**src/rtl/dispatcher.sv**
```systemverilog
// -----------------------------------------------------------------------------
// dispatcher
//   Issue stage between the decoder and the reservation station. It renames
//   source operands through a 32-entry register alias table (RAT) and resolves
//   each operand from the register file, the ROB or the two CDBs. The resolved
//   instruction sits in a single hold slot until the station takes it.
//
//   Optional feature: define DISPATCH_CDB_BYPASS_EN to forward CDB results
//   combinationally onto out_Qj/out_Vj/out_Qk/out_Vk while the slot waits on
//   that tag. Without it, a CDB hit holds the slot one cycle so the snoop can
//   capture the value first.
//
// Ports
//   clk, rst                 clock, synchronous active-high reset
//   ena                      global enable (low freezes all state)
//   in_valid / out_ready     decoder handshake
//   in_op, in_imm, in_pc, in_rs1, in_rs2, in_rd, in_use_rs1, in_use_rs2,
//   in_has_rd, in_rob_tag    decoded instruction and its ROB tag
//   out_rf_raddr*/in_rf_rdata*             register-file reads (combinational)
//   out_rob_qtag*/in_rob_ready*/in_rob_value*  ROB value queries
//   in_alu_cdb_*, in_ls_cdb_*              common data buses
//   in_commit_ena/rd/rob     ROB commit (clears a matching RAT entry)
//   in_flush                 misprediction flush
//   in_rs_has_capacity       reservation station has a free entry
//   out_assignment_ena, out_op, out_imm, out_pc, out_Qj, out_Qk, out_Vj,
//   out_Vk, out_rd_rob, out_has_rd_dest    reservation-station assignment
// -----------------------------------------------------------------------------
module dispatcher #(
   parameter int ROB_W  = 4,
   parameter int DATA_W = 32,
   parameter int OP_W   = 6
) (
   input  logic              clk,
   input  logic              rst,
   input  logic              ena,
   input  logic              in_valid,
   output logic              out_ready,
   input  logic [OP_W-1:0]   in_op,
   input  logic [DATA_W-1:0] in_imm,
   input  logic [DATA_W-1:0] in_pc,
   input  logic [4:0]        in_rs1,
   input  logic [4:0]        in_rs2,
   input  logic [4:0]        in_rd,
   input  logic              in_use_rs1,
   input  logic              in_use_rs2,
   input  logic              in_has_rd,
   input  logic [ROB_W-1:0]  in_rob_tag,
   output logic [4:0]        out_rf_raddr1,
   output logic [4:0]        out_rf_raddr2,
   input  logic [DATA_W-1:0] in_rf_rdata1,
   input  logic [DATA_W-1:0] in_rf_rdata2,
   output logic [ROB_W-1:0]  out_rob_qtag1,
   output logic [ROB_W-1:0]  out_rob_qtag2,
   input  logic              in_rob_ready1,
   input  logic              in_rob_ready2,
   input  logic [DATA_W-1:0] in_rob_value1,
   input  logic [DATA_W-1:0] in_rob_value2,
   input  logic [ROB_W-1:0]  in_alu_cdb_rob_tag,
   input  logic [DATA_W-1:0] in_alu_cdb_data,
   input  logic [ROB_W-1:0]  in_ls_cdb_rob_tag,
   input  logic [DATA_W-1:0] in_ls_cdb_data,
   input  logic              in_commit_ena,
   input  logic [4:0]        in_commit_rd,
   input  logic [ROB_W-1:0]  in_commit_rob,
   input  logic              in_flush,
   input  logic              in_rs_has_capacity,
   output logic              out_assignment_ena,
   output logic [OP_W-1:0]   out_op,
   output logic [DATA_W-1:0] out_imm,
   output logic [DATA_W-1:0] out_pc,
   output logic [ROB_W-1:0]  out_Qj,
   output logic [ROB_W-1:0]  out_Qk,
   output logic [DATA_W-1:0] out_Vj,
   output logic [DATA_W-1:0] out_Vk,
   output logic [ROB_W-1:0]  out_rd_rob,
   output logic              out_has_rd_dest
);

   localparam logic [ROB_W-1:0] ZERO_ROB = '0;

   typedef struct packed {
      logic              valid;
      logic [OP_W-1:0]   op;
      logic [DATA_W-1:0] imm;
      logic [DATA_W-1:0] pc;
      logic [ROB_W-1:0]  qj;
      logic [ROB_W-1:0]  qk;
      logic [DATA_W-1:0] vj;
      logic [DATA_W-1:0] vk;
      logic [ROB_W-1:0]  rd_rob;
      logic              has_rd;
   } slot_t;

   slot_t                       slot_q, slot_d;
   logic [31:0][ROB_W-1:0]      rat_q, rat_d;

   logic                        fire, accept, cdb_block;
   logic                        j_alu, j_ls, k_alu, k_ls, j_hit, k_hit;
   logic [DATA_W-1:0]           j_snoop, k_snoop;
   logic [ROB_W+DATA_W-1:0]     res1, res2;

   // {Q, V} for one source operand at accept time.
   function automatic logic [ROB_W+DATA_W-1:0] resolve(
      input logic              use_s,
      input logic [4:0]        idx,
      input logic [ROB_W-1:0]  t,
      input logic [DATA_W-1:0] rf_v,
      input logic              rob_rdy,
      input logic [DATA_W-1:0] rob_v,
      input logic [ROB_W-1:0]  alu_t,
      input logic [DATA_W-1:0] alu_v,
      input logic [ROB_W-1:0]  ls_t,
      input logic [DATA_W-1:0] ls_v);
      if (!use_s || idx == 5'd0) return '0;
      if (t == ZERO_ROB)         return {ZERO_ROB, rf_v};
      if (rob_rdy)               return {ZERO_ROB, rob_v};
      if (t == alu_t)            return {ZERO_ROB, alu_v};
      if (t == ls_t)             return {ZERO_ROB, ls_v};
      return {t, {DATA_W{1'b0}}};
   endfunction

   // Operand queries go out straight from the decoder fields.
   assign out_rf_raddr1 = in_rs1;
   assign out_rf_raddr2 = in_rs2;
   assign out_rob_qtag1 = rat_q[in_rs1];
   assign out_rob_qtag2 = rat_q[in_rs2];

   assign res1 = resolve(in_use_rs1, in_rs1, rat_q[in_rs1], in_rf_rdata1, in_rob_ready1,
                         in_rob_value1, in_alu_cdb_rob_tag, in_alu_cdb_data,
                         in_ls_cdb_rob_tag, in_ls_cdb_data);
   assign res2 = resolve(in_use_rs2, in_rs2, rat_q[in_rs2], in_rf_rdata2, in_rob_ready2,
                         in_rob_value2, in_alu_cdb_rob_tag, in_alu_cdb_data,
                         in_ls_cdb_rob_tag, in_ls_cdb_data);

   // Slot snoop: a pending Q (non-zero) matching either CDB. ALU wins ties.
   assign j_alu   = (slot_q.qj != ZERO_ROB) && (slot_q.qj == in_alu_cdb_rob_tag);
   assign j_ls    = (slot_q.qj != ZERO_ROB) && (slot_q.qj == in_ls_cdb_rob_tag);
   assign k_alu   = (slot_q.qk != ZERO_ROB) && (slot_q.qk == in_alu_cdb_rob_tag);
   assign k_ls    = (slot_q.qk != ZERO_ROB) && (slot_q.qk == in_ls_cdb_rob_tag);
   assign j_hit   = j_alu | j_ls;
   assign k_hit   = k_alu | k_ls;
   assign j_snoop = j_alu ? in_alu_cdb_data : in_ls_cdb_data;
   assign k_snoop = k_alu ? in_alu_cdb_data : in_ls_cdb_data;

`ifdef DISPATCH_CDB_BYPASS_EN
   assign cdb_block = 1'b0;
`else
   // Hold the slot one cycle so the snoop lands before the station sees it.
   assign cdb_block = j_hit | k_hit;
`endif

   assign fire      = ~rst & slot_q.valid & in_rs_has_capacity & ena & ~in_flush & ~cdb_block;
   assign out_ready = ~rst & ~in_flush & ena & (~slot_q.valid | fire);
   assign accept    = in_valid & out_ready;

   always_comb begin
      slot_d = slot_q;
      rat_d  = rat_q;
      if (in_flush) begin
         slot_d = '0;
         rat_d  = '0;
      end else if (ena) begin
         if (slot_q.valid && j_hit) begin
            slot_d.qj = ZERO_ROB;
            slot_d.vj = j_snoop;
         end
         if (slot_q.valid && k_hit) begin
            slot_d.qk = ZERO_ROB;
            slot_d.vk = k_snoop;
         end
         if (fire) slot_d.valid = 1'b0;
         if (accept) begin
            slot_d.valid  = 1'b1;
            slot_d.op     = in_op;
            slot_d.imm    = in_imm;
            slot_d.pc     = in_pc;
            slot_d.qj     = res1[ROB_W+DATA_W-1:DATA_W];
            slot_d.vj     = res1[DATA_W-1:0];
            slot_d.qk     = res2[ROB_W+DATA_W-1:DATA_W];
            slot_d.vk     = res2[DATA_W-1:0];
            slot_d.rd_rob = in_rob_tag;
            slot_d.has_rd = in_has_rd;
         end
         // Commit only clears a mapping nobody has renamed since.
         if (in_commit_ena && in_commit_rd != 5'd0 && rat_q[in_commit_rd] == in_commit_rob)
            rat_d[in_commit_rd] = ZERO_ROB;
         // A same-cycle rename of the same register takes precedence.
         if (accept && in_has_rd && in_rd != 5'd0)
            rat_d[in_rd] = in_rob_tag;
      end
   end

   always_ff @(posedge clk) begin
      if (rst) begin
         slot_q <= '0;
         rat_q  <= '0;
      end else begin
         slot_q <= slot_d;
         rat_q  <= rat_d;
      end
   end

   always_comb begin
      out_assignment_ena = fire;
      out_op             = slot_q.op;
      out_imm            = slot_q.imm;
      out_pc             = slot_q.pc;
      out_Qj             = slot_q.qj;
      out_Qk             = slot_q.qk;
      out_Vj             = slot_q.vj;
      out_Vk             = slot_q.vk;
      out_rd_rob         = slot_q.rd_rob;
      out_has_rd_dest    = slot_q.has_rd;
`ifdef DISPATCH_CDB_BYPASS_EN
      if (j_hit) begin
         out_Qj = ZERO_ROB;
         out_Vj = j_snoop;
      end
      if (k_hit) begin
         out_Qk = ZERO_ROB;
         out_Vk = k_snoop;
      end
`endif
      // Slot contents may be stale while reset is asserted; present zeros.
      if (rst) begin
         out_op          = '0;
         out_imm         = '0;
         out_pc          = '0;
         out_Qj          = '0;
         out_Qk          = '0;
         out_Vj          = '0;
         out_Vk          = '0;
         out_rd_rob      = '0;
         out_has_rd_dest = 1'b0;
      end
   end

endmodule

```
**config.mk**
```make
export PLATFORM = sky130hd
export DESIGN_NAME = dispatcher
export DESIGN_NICKNAME = d
export VERILOG_FILES = /design/src/rtl/dispatcher.sv
export SDC_FILE = /design/constraint.sdc
export NUM_CORES = 1
export LEC_CHECK = 0
export BUFFER_PORTS_ARGS = -buffer_cell sky130_fd_sc_hd__buf_4
export CAP_MARGIN = 0
export CELL_PAD_IN_SITES_DETAIL_PLACEMENT = 2
export CELL_PAD_IN_SITES_GLOBAL_PLACEMENT = 2
export CORE_MARGIN = 8
export CORE_UTILIZATION = 29
export CTS_BUF_LIST = sky130_fd_sc_hd__clkbuf_2 sky130_fd_sc_hd__clkbuf_4 sky130_fd_sc_hd__clkbuf_8
export CTS_CLUSTER_SIZE = 24
export DETAILED_ROUTE_END_ITERATION = 7
export PLACE_DENSITY_LB_ADDON = 0.1
export SKIP_LAST_GASP = 1
export SYNTH_ARGS = -nofsm -noshare
export SYNTH_HDL_FRONTEND = slang
export SYNTH_SLANG_ARGS = --single-unit
```
**constraint.sdc**
```tcl
create_clock -name clk -period 2.85 [get_ports clk]
set_clock_uncertainty 0.15 [all_clocks]
set_input_delay 0.285 -clock clk [delete_from_list [all_inputs] [get_ports clk]]
set_output_delay 0.285 -clock clk [all_outputs]
set_load 0.1 [all_outputs]
```
==> impl_metrics.csv, run 1 <==
group,metric,value,unit
run_status,outcome,"finished with violations",
run_status,violations,"negative setup slack",
worst_setup_path,end_kind,"flip-flop",
worst_setup_path,crit_family,"compound AO/OA/AOI/OAI gates",
drt,vias_per_cell,6.49,
worst_setup_path,cp_common_cell,"buf_4",
synthesis,yosys_warnings,0,
place,numPortBuffers,476,
sta,finalSetupTns,-147340,ps
worst_setup_path,required,3300,ps
power,p_leak,14.4,nW
power,powerDensity,364,mW/mm^2
power,ir_drop,0.320,mV
sta,drv_slew,0,
synthesis,ys_ff_latch,276,
synthesis,ys_async_sr_fraction,0,%
synthesis,synth.area.top_cells,"dfxtp_1 29%, nand2_1 7.4%, mux2i_1 6.1%",
sta,tightest_slew,1280,ps
synthesis,yosys.area.top_type,"dfxtp_1",
worst_setup_path,critPathSlowestCell,"mux2i_1",
worst_setup_path,crit_path_max_fanout,8,
clock_tree,cts-root-buf,"clkbuf_8",
synthesis,seq_area_frac_synth,29.4,%
grt,grt_first_pass_wirelength,209000,um
worst_setup_path,path_buf_inv,6,
synthesis,syn_inst,2291,
sta,slew_headroom,14.0,%
worst_setup_path,max_stage_delay,590,ps
hold_path,min_path_cells,4,
final_layout,final_cell_area,0.0337,mm^2
floorplanning,die_w,270,um
grt,grt_max_degree,148,
sta,post-route-min-period,3860,ps
final_layout,postLayoutCoreUtil,52.5,%
run,maxCapViolCount,0,
floorplanning,core_area,0.0642,mm^2
sta,worst_hold_slack,64.6,ps
synthesis,netlist.area_leader.share,29.4,%
hold_path,min_path_type,"primary input to flip-flop",
place,place_area,0.0264,mm^2
worst_setup_path,path_cells,"buf_6 -> buf_4 -> mux2i_1 -> a311oi_1 -> buf_4 -> a31oi_4 -> buf_4 -> a21oi_1 -> nand4b_1 -> nor3b_4 -> buf_6 -> buf_16 -> a221oi_4 -> a211oi_2",
clock_tree,clock_sinks,276,
clock_tree,clkSlewWorstSetupHoldPaths,80,ps
sta,finalCritPeriodShare,135,%
worst_setup_path,arrival,4310,ps
grt,gr-total-overflow,0,
synthesis,synth.distinct_cells,72,
drt,postRouteAntennaNets,0,
synthesis,synth.avg_cell_area,8.19,um^2
synthesis,synth_edf_count,0,
worst_setup_path,cp_num_cells,14,
clock_tree,clk_latency,730,ps
sta,rsz0062_at_grt,"yes",
final_layout,finalNetCount,3678,
floorplanning,rows,93,
clock_tree,htreeDepth,2,
worst_setup_path,path_class,"flip-flop to flip-flop",
drt,avgRoutedWirePerCell,39.4,um
clock_tree,cts-buffers-inserted,58,
worst_setup_path,r2r_cells,14,
sta,hold_viol,0,
final_layout,drive_gt1_share,46.9,%
grt,antenna_found_initial,28,
power,p_total,12.3,mW
floorplanning,die_area,0.0731,mm^2
drt,drt-total-wl,169000,um
sta,fmax,259,MHz
synthesis,synth_nets,2601,
final_layout,fin_cells,4294,
clock_tree,tritoncts,"yes",
grt,grt_pass1_vias,29000,
synthesis,synth_area,0.0188,mm^2
drt,drt-initial-drc-count,2864,
synthesis,synth_ff_type,"dfxtp_1",
worst_setup_path,cp-start-kind,"flip-flop",
place,gp_congestion,0.961,
final_layout,synthToLayoutAreaGrowth,79.7,%
drt,drcViolationCount,0,
sta,setup_slack,-1010,ps
drt,dr.pass1.iters,5,
grt,grt_use_total,37.4,%
place,hpwl,89700,um
floorplanning,die_h,270,um
place,dp.cells,3803,
drt,vias,27900,
sta,setup_viol,281,
floorplanning,top_level_ports,477,
clock_tree,clk_path_buf_depth,3,
place,pre_cts_slack,-768,ps
floorplanning,initial_core_util,29.2,%
-- where the power goes --
part / switching (mW) / internal, mW / total, mW
clock network: 2.30 / 2.67 / 4.97
registers: 0.0334 / 3.87 / 3.91
logic: 2.08 / 1.34 / 3.42
-- cell usage in the layout (no fill, tap or decap), types with 35 or more instances in the layout --
| master | instances |
|---|---|
| a211oi_2 | 36 |
| a22o_1 | 35 |
| a31oi_1 | 59 |
| buf_12 | 56 |
| buf_4 | 803 |
| buf_6 | 99 |
| clkbuf_8 | 69 |
| dfxtp_1 | 195 |
| dfxtp_2 | 57 |
| dlygate4sd3_1 | 273 |
| mux2i_1 | 97 |
| mux4_2 | 49 |
| nand2_1 | 360 |
| nand3_1 | 133 |
| nand4_1 | 65 |
| nor2_1 | 65 |
| nor2b_1 | 158 |
| o21ai_0 | 41 |
| o21ai_1 | 37 |
| o21ai_2 | 40 |
-- final timing paths --
| check | start | endpoint | slack (ps) |
|---|---|---|---|
| worst max register to register | rat_q[125] | slot_q[32] | -1010 |
| worst max-delay path | rat_q[125] | slot_q[32] | -1010 |
| worst min register to register | slot_q[4] | slot_q[4] | 300 |
| worst min-delay path | ena | slot_q[147] | 60 |
-- timing repair --
action / 4_1_cts / 5_1_grt
resized for setup: 444 / 154
hold buffers: 273 / 0
hold endpoints to repair: 148 / 0
pin swaps: 145 / 81
endpoints found under the setup margin: 206 / 258
buffers inserted: 65 / 38
cloned: 9 / 2
-- worst reg2reg max path, delay by kind of cell (launching register included) --
kind                   cells  cell delay [ps]
AND/OR/NAND/NOR            2              510
AO/OA/AOI/OAI              5             1140
buffers and inverters      6             1010
multiplexers               1              590
flip-flops                 1              340
-- registers in the layout, indices dropped and copies added (netlist names) --
signal,flops
slot_q,148
rat_q,128
-- Yosys cell counts, types with 34 or more instances --
library cell / number
o221ai_1: 34
nor2_1: 84
a22oi_1: 39
nand3_1: 162
mux2i_1: 115
a211oi_1: 39
o21ai_1: 36
nand2_1: 370
dfxtp_1: 276
mux4_2: 48
o21ai_0: 90
nand4_1: 65
a22o_1: 35
clkbuf_1: 157
nor2b_1: 158
a31oi_1: 68
-- routing by layer --
layer  share of wire, %  vias up  global-route usage, %  wire (um)
met5              0.031        -                      0         53
met4                9.8        8                   19.4      16600
met3                8.6     1016                   6.57      14600
met2                 47     2100                   67.2      79600
met1                 34    14000                   41.9      58300
li1                   -    10800                      -          -
-- cell type report --
type / count / area, um^2
clock inverters: 10 / 131
well taps: 855 / 1070
inverters: 15 / 56.3
diodes: 30 / 75.1
clock buffers: 91 / 1110
multi-input cells: 1774 / 14300
repair buffers: 1243 / 11300
fillers: 6571 / 30500
flip-flops and latches: 276 / 5690
-- kinds of logic (layout without fill, tap and decap cells) --
family                 Yosys count  in the layout  share of synthesized area, %
flip-flops                     276            276                          29.4
buffers and inverters          242           1359                          5.71
other                            0             30                             0
AO/OA/AOI/OAI                  614            614                          25.3
multiplexers                   177            177                          12.9
XOR/XNOR                        30             30                          1.40
AND/OR/NAND/NOR                952            953                          25.2
(Power assumes the default switching activity.)
==> run 2: changes to the inputs <==
--- a/config.mk
+++ b/config.mk
@@ -15,6 +15,7 @@
 export CTS_CLUSTER_SIZE = 24
 export DETAILED_ROUTE_END_ITERATION = 7
 export PLACE_DENSITY_LB_ADDON = 0.1
+export RECOVER_POWER = 25
 export SKIP_LAST_GASP = 1
 export SYNTH_ARGS = -nofsm -noshare
 export SYNTH_HDL_FRONTEND = slang
==> run 2 against run 1 <==
  * The run still ends with negative setup slack left
  * Design area decreased by 0.52%
  * Count of clock-buffer cells in the layout unchanged
  * Non-clock buffer count unchanged
==> impl_metrics.csv, run 2 (synthesis gave the netlist of run 1 again) <==
group,metric,value,unit
drt,avgRoutedWirePerCell,38.9,um
drt,drt-total-wl,167000,um
floorplanning,die_w,270,um
drt,dr.pass1.iters,5,
clock_tree,clkSlewWorstSetupHoldPaths,90,ps
floorplanning,rows,93,
power,p_switching,4.42,mW
final_layout,fillCellCount,6598,
worst_setup_path,path_class,"flip-flop to flip-flop",
clock_tree,clock_sinks,276,
power,internal_power,7.86,mW
final_layout,regArea,0.00569,mm^2
grt,grt_use_total,37.4,%
place,gp_congestion,0.961,
clock_tree,clk_latency,740,ps
final_layout,reg_top3,"slot_q: 148 flops, rat_q: 128 flops",
power,p_total,12.3,mW
grt,grt_max_degree,148,
sta,drv_slew,0,
final_layout,largest_register_ffs,148,
power,p_leak,14.4,nW
grt,grt_first_pass_wirelength,209000,um
final_layout,multi_input_area,0.0143,mm^2
clock_tree,cts-root-buf,"clkbuf_8",
sta,finalCritPeriodShare,141,%
final_layout,layout_common_cells,"749 x buf_4, 360 x nand2_1, 273 x dlygate4sd3_1",
drt,drt-initial-drc-count,2799,
drt,vias_per_cell,6.46,
worst_setup_path,arrival,4480,ps
power,switching_share,36.0,%
clock_tree,cts-buffers-inserted,58,
clock_tree,htreeDepth,2,
worst_setup_path,end_kind,"flip-flop",
place,hpwl,89700,um
sta,setup_viol,281,
floorplanning,core_area,0.0642,mm^2
floorplanning,die_h,270,um
drt,drcViolationCount,0,
final_layout,finalNetCount,3678,
place,pre_cts_slack,-768,ps
drt,postRouteAntennaNets,0,
final_layout,regMostFlops,"slot_q",
power,p_seq_share,31.8,%
drt,vias,27700,
hold_path,min_path_type,"primary input to flip-flop",
sta,slew_headroom,1.77,%
sta,finalSetupTns,-104890,ps
run_status,outcome,"finished with violations",
sta,post-route-min-period,4010,ps
run_status,violations,"negative setup slack",
sta,fmax,250,MHz
clock_tree,tritoncts,"yes",
final_layout,synthToLayoutAreaGrowth,78.8,%
worst_setup_path,cp-start-kind,"flip-flop",
floorplanning,die_area,0.0731,mm^2
grt,antenna_found_initial,28,
sta,setup_slack,-1160,ps
worst_setup_path,crit_path_max_fanout,17,
power,powerDensity,366,mW/mm^2
sta,rsz0062_at_grt,"yes",
sta,tightest_slew,1470,ps
run,maxCapViolCount,0,
sta,hold_viol,0,
floorplanning,initial_core_util,29.2,%
grt,grt_pass1_vias,29000,
place,numPortBuffers,476,
clock_tree,clk_path_buf_depth,3,
floorplanning,top_level_ports,477,
power,power_frac_clock,40.7,%
final_layout,drive_gt1_share,46.6,%
power,ir_drop,0.324,mV
final_layout,layout_commonest_cell,"buf_4",
power,comb_power_share,27.5,%
grt,gr-total-overflow,0,
worst_setup_path,required,3330,ps
run 2: per-layer routing:
| metal | part of all wire [%] | track usage, % |
|---|---|---|
| met2 | 47 | 67.2 |
| met4 | 9.9 | 19.4 |
| met1 | 34 | 41.9 |
| met3 | 8.4 | 6.57 |
| met5 | 0.0084 | 0 |
run 2: area by class of cell:
class | instances | share of cell area [%]
Multi-Input combinational cell | 1774 | 42.7
Timing Repair Buffer | 1243 | 33.0
Sequential cell | 276 | 16.9
Clock buffer | 91 | 3.32
Tap cell | 855 | 3.19
Clock inverter | 10 | 0.392
Antenna cell | 30 | 0.224
Inverter | 15 | 0.168
run 2: timing repair:
item / CTS / global route
setup buffers: 65 / 38
pin swaps: 145 / 81
gates cloned: 9 / 2
hold buffers: 273 / 0
setup endpoints to repair: 206 / 258
hold endpoints to repair: 148 / 0
gates resized for setup: 444 / 154
run 2: stage by stage:
stage | hold slack (ps) | util (%) | instance area [um^2] | std cells
global route | 55.0 | 52.2 | 33500 | 4293
detailed placement | 295 | 41.0 | 26400 | 3803
floorplan | 234 | - | 19500 | 2291
CTS | 0.649 | 50.8 | 32600 | 4235
finish | 70.2 | 52.2 | 33600 | 4294
global placement | 286 | 41.0 | 26400 | 3803
run 2: path summary, 6_finish.rpt:
check | end | startpoint | cells after the start | slack (ps)
worst max-delay path | slot_q[54] | slot_q[70] | 11 | -1160
worst min register to register | slot_q[4] | slot_q[4] | 2 | 300
worst max register to register | slot_q[54] | slot_q[70] | 11 | -1160
worst min-delay path | slot_q[147] | ena | 4 | 70
run 2: power groups by stage:
| stage | Sequential [mW] | Combinational (mW) | Clock [mW] |
|---|---|---|---|
| 2_1_floorplan | 3.99 | 1.23 | 0 |
| 3_3_place_gp | 4.00 | 2.27 | 0 |
| 3_5_place_dp | 4.00 | 2.32 | 0 |
| 4_1_cts | 3.90 | 2.95 | 4.82 |
| 5_1_grt | 3.90 | 3.40 | 5.15 |
| 6_report | 3.91 | 3.38 | 5.00 |
run 2: worst max-delay path: stages (launching register included):
cell	delay, ps
dfxtp_4	380
xor2_1	190
nor4_2	610
o22ai_4	220
nand4_1	150
buf_6	160
a21oi_4	100
buf_12	190
buf_4	230
a31oi_1	810
o221ai_2	340
a31oi_2	300
==> run 3: changes to the inputs <==
--- a/config.mk
+++ b/config.mk
@@ -20,3 +20,4 @@
 export SYNTH_ARGS = -nofsm -noshare
 export SYNTH_HDL_FRONTEND = slang
 export SYNTH_SLANG_ARGS = --single-unit
+export TNS_END_PERCENT = 1
==> run 3 against run 2 <==
  * The flow still finishes with violations (negative setup slack)
  * Sequential share of layout area up 1.4 points
  * Routed wire length decreased by 18%
  * Via count shrank 8.3%
  * Die area unchanged
  * Critical path type unchanged
  * Highest routed layer is now met4
==> impl_metrics.csv, run 3 (synthesis gave the netlist of run 1 again) <==
group,metric,value,unit
place,hpwl,88900,um
worst_setup_path,rr_startpoint,"rat_q[43]",
worst_setup_path,path_class,"flip-flop to flip-flop",
place,pre_cts_slack,-796,ps
hold_path,min_path_cells,5,
power,p_leak,13.5,nW
sta,setup_viol,207,
worst_setup_path,critPathSlowestCell,"dfxtp_1",
final_layout,fillCellCount,6906,
drt,vias_per_cell,6.05,
clock_tree,clk_path_buf_depth,3,
worst_setup_path,required,3260,ps
drt,drcViolationCount,0,
place,gp_congestion,0.970,
grt,gr-total-overflow,0,
floorplanning,core_area,0.0642,mm^2
clock_tree,tritoncts,"yes",
worst_setup_path,path_cells,"mux2i_1 -> a22oi_1 -> nand2_1 -> o41ai_4 -> a311o_1 -> buf_4 -> xnor2_1 -> and4_2 -> buf_12 -> nand4_1 -> a31oi_2",
drt,drt-total-wl,136000,um
final_layout,synthToLayoutAreaGrowth,62.8,%
clock_tree,clkSlewWorstSetupHoldPaths,60,ps
sta,slew_headroom,6.21,%
place,numPortBuffers,476,
drt,dr.pass1.iters,5,
drt,avgRoutedWirePerCell,32.4,um
grt,grt_first_pass_wirelength,195000,um
sta,hold_viol,0,
final_layout,regMostFlops,"slot_q",
worst_setup_path,crit_path_max_fanout,24,
grt,antenna_found_initial,18,
grt,grt_max_degree,145,
final_layout,layout_common_cells,"829 x buf_4, 368 x nand2_1, 273 x dlygate4sd3_1",
clock_tree,htreeDepth,2,
drt,drt-initial-drc-count,2208,
hold_path,hold_start,"in_rob_value2[18]",
final_layout,drive_gt1_share,38.2,%
clock_tree,cts-root-buf,"clkbuf_8",
clock_tree,clock_sinks,276,
worst_setup_path,crit_start,"rat_q[43]",
worst_setup_path,max_stage_delay,480,ps
final_layout,largest_register_ffs,148,
drt,postRouteAntennaNets,0,
floorplanning,rows,93,
floorplanning,initial_core_util,29.2,%
floorplanning,die_h,270,um
worst_setup_path,arrival,3730,ps
run_status,outcome,"finished with violations",
final_layout,reg_top3,"slot_q: 148 flops, rat_q: 128 flops",
sta,finalSetupTns,-47240,ps
worst_setup_path,end_kind,"flip-flop",
clock_tree,cts-buffers-inserted,57,
run,maxCapViolCount,0,
sta,worst_hold_slack,38.7,ps
floorplanning,die_area,0.0731,mm^2
sta,rsz0062_at_grt,"yes",
power,powerDensity,378,mW/mm^2
final_layout,finalNetCount,3595,
sta,finalCritPeriodShare,117,%
clock_tree,clk_latency,710,ps
floorplanning,top_level_ports,477,
sta,tightest_slew,1410,ps
grt,grt_pass1_vias,27700,
worst_setup_path,r2r_cells,11,
sta,post-route-min-period,3320,ps
power,ir_drop,0.372,mV
sta,drv_slew,0,
grt,grt_use_total,34.6,%
final_layout,multi_input_area,0.0126,mm^2
drt,vias,25400,
sta,setup_slack,-471,ps
worst_setup_path,cp-start-kind,"flip-flop",
run_status,violations,"negative setup slack",
final_layout,postLayoutCoreUtil,47.6,%
final_layout,layout_commonest_cell,"buf_4",
floorplanning,die_w,270,um
final_layout,regArea,0.00562,mm^2
sta,fmax,301,MHz
hold_path,min_path_type,"primary input to flip-flop",
## run 3: cell types whose count changed in the layout (fill, tap and decap cells not counted), moves of 16 or more
cell / change
dfxtp_1: +24
buf_4: +80
clkbuf_2: -44
nand3_1: +29
buf_6: -85
o21ai_2: -38
o21ai_0: +48
dfxtp_4: -16
buf_12: -21
o221ai_2: -33
o221ai_1: +33
nand3_2: -27
## run 3: final cells by class
class	count	area share [%]
well taps	855	3.50
clock buffers	87	3.67
diodes	21	0.172
inverters	15	0.184
clock inverters	16	0.463
flip-flops and latches	276	18.4
multi-input cells	1773	41.1
repair buffers	1162	32.5
## run 3: critical path, delay by kind of cell, from the launching register on
kind | cells | cell delay (ps)
simple gates | 3 | 700
compound gates | 4 | 1170
xor+xnor | 1 | 120
mux | 1 | 130
flops | 1 | 480
buf+inv | 2 | 400
## run 3: power breakdown
part	switching, mW	internal [mW]
Combinational	1.69	1.15
Clock	2.19	2.62
Sequential	0.0272	3.89
## run 3: worst paths after layout
check,end,slack (ps)
min,slot_q[23],40
max reg2reg,slot_q[54],-470
min reg2reg,slot_q[2],300
max,slot_q[54],-470
## run 3: per-layer routing
metal | vias up | wire (um) | global-route usage (%)
li1 | 10600 | - | -
met1 | 12900 | 51400 | 40.4
met2 | 1392 | 67800 | 61.1
met3 | 470 | 8970 | 5.59
met4 | 0 | 8200 | 17.0
met5 | - | 0 | 0
## run 3: what timing repair did
item / in CTS / in global routing
hold buffers: 273 / 0
cloned: 4 / 1
endpoints found under the setup margin: 206 / 270
endpoints found under the hold margin: 148 / 0
resized for setup: 47 / 92
pin swaps: 21 / 29
buffers inserted: 14 / 4
## run 3: per-stage QoR
step                      power, mW  cells  cell area (um^2)
after CTS                      11.5   4183             30200
after global placement         6.22   3789             25800
after floorplan                5.14   2291             18900
after detailed placement       6.27   3789             25800
final                          11.6   4205             30600
after global routing           11.9   4203             30600
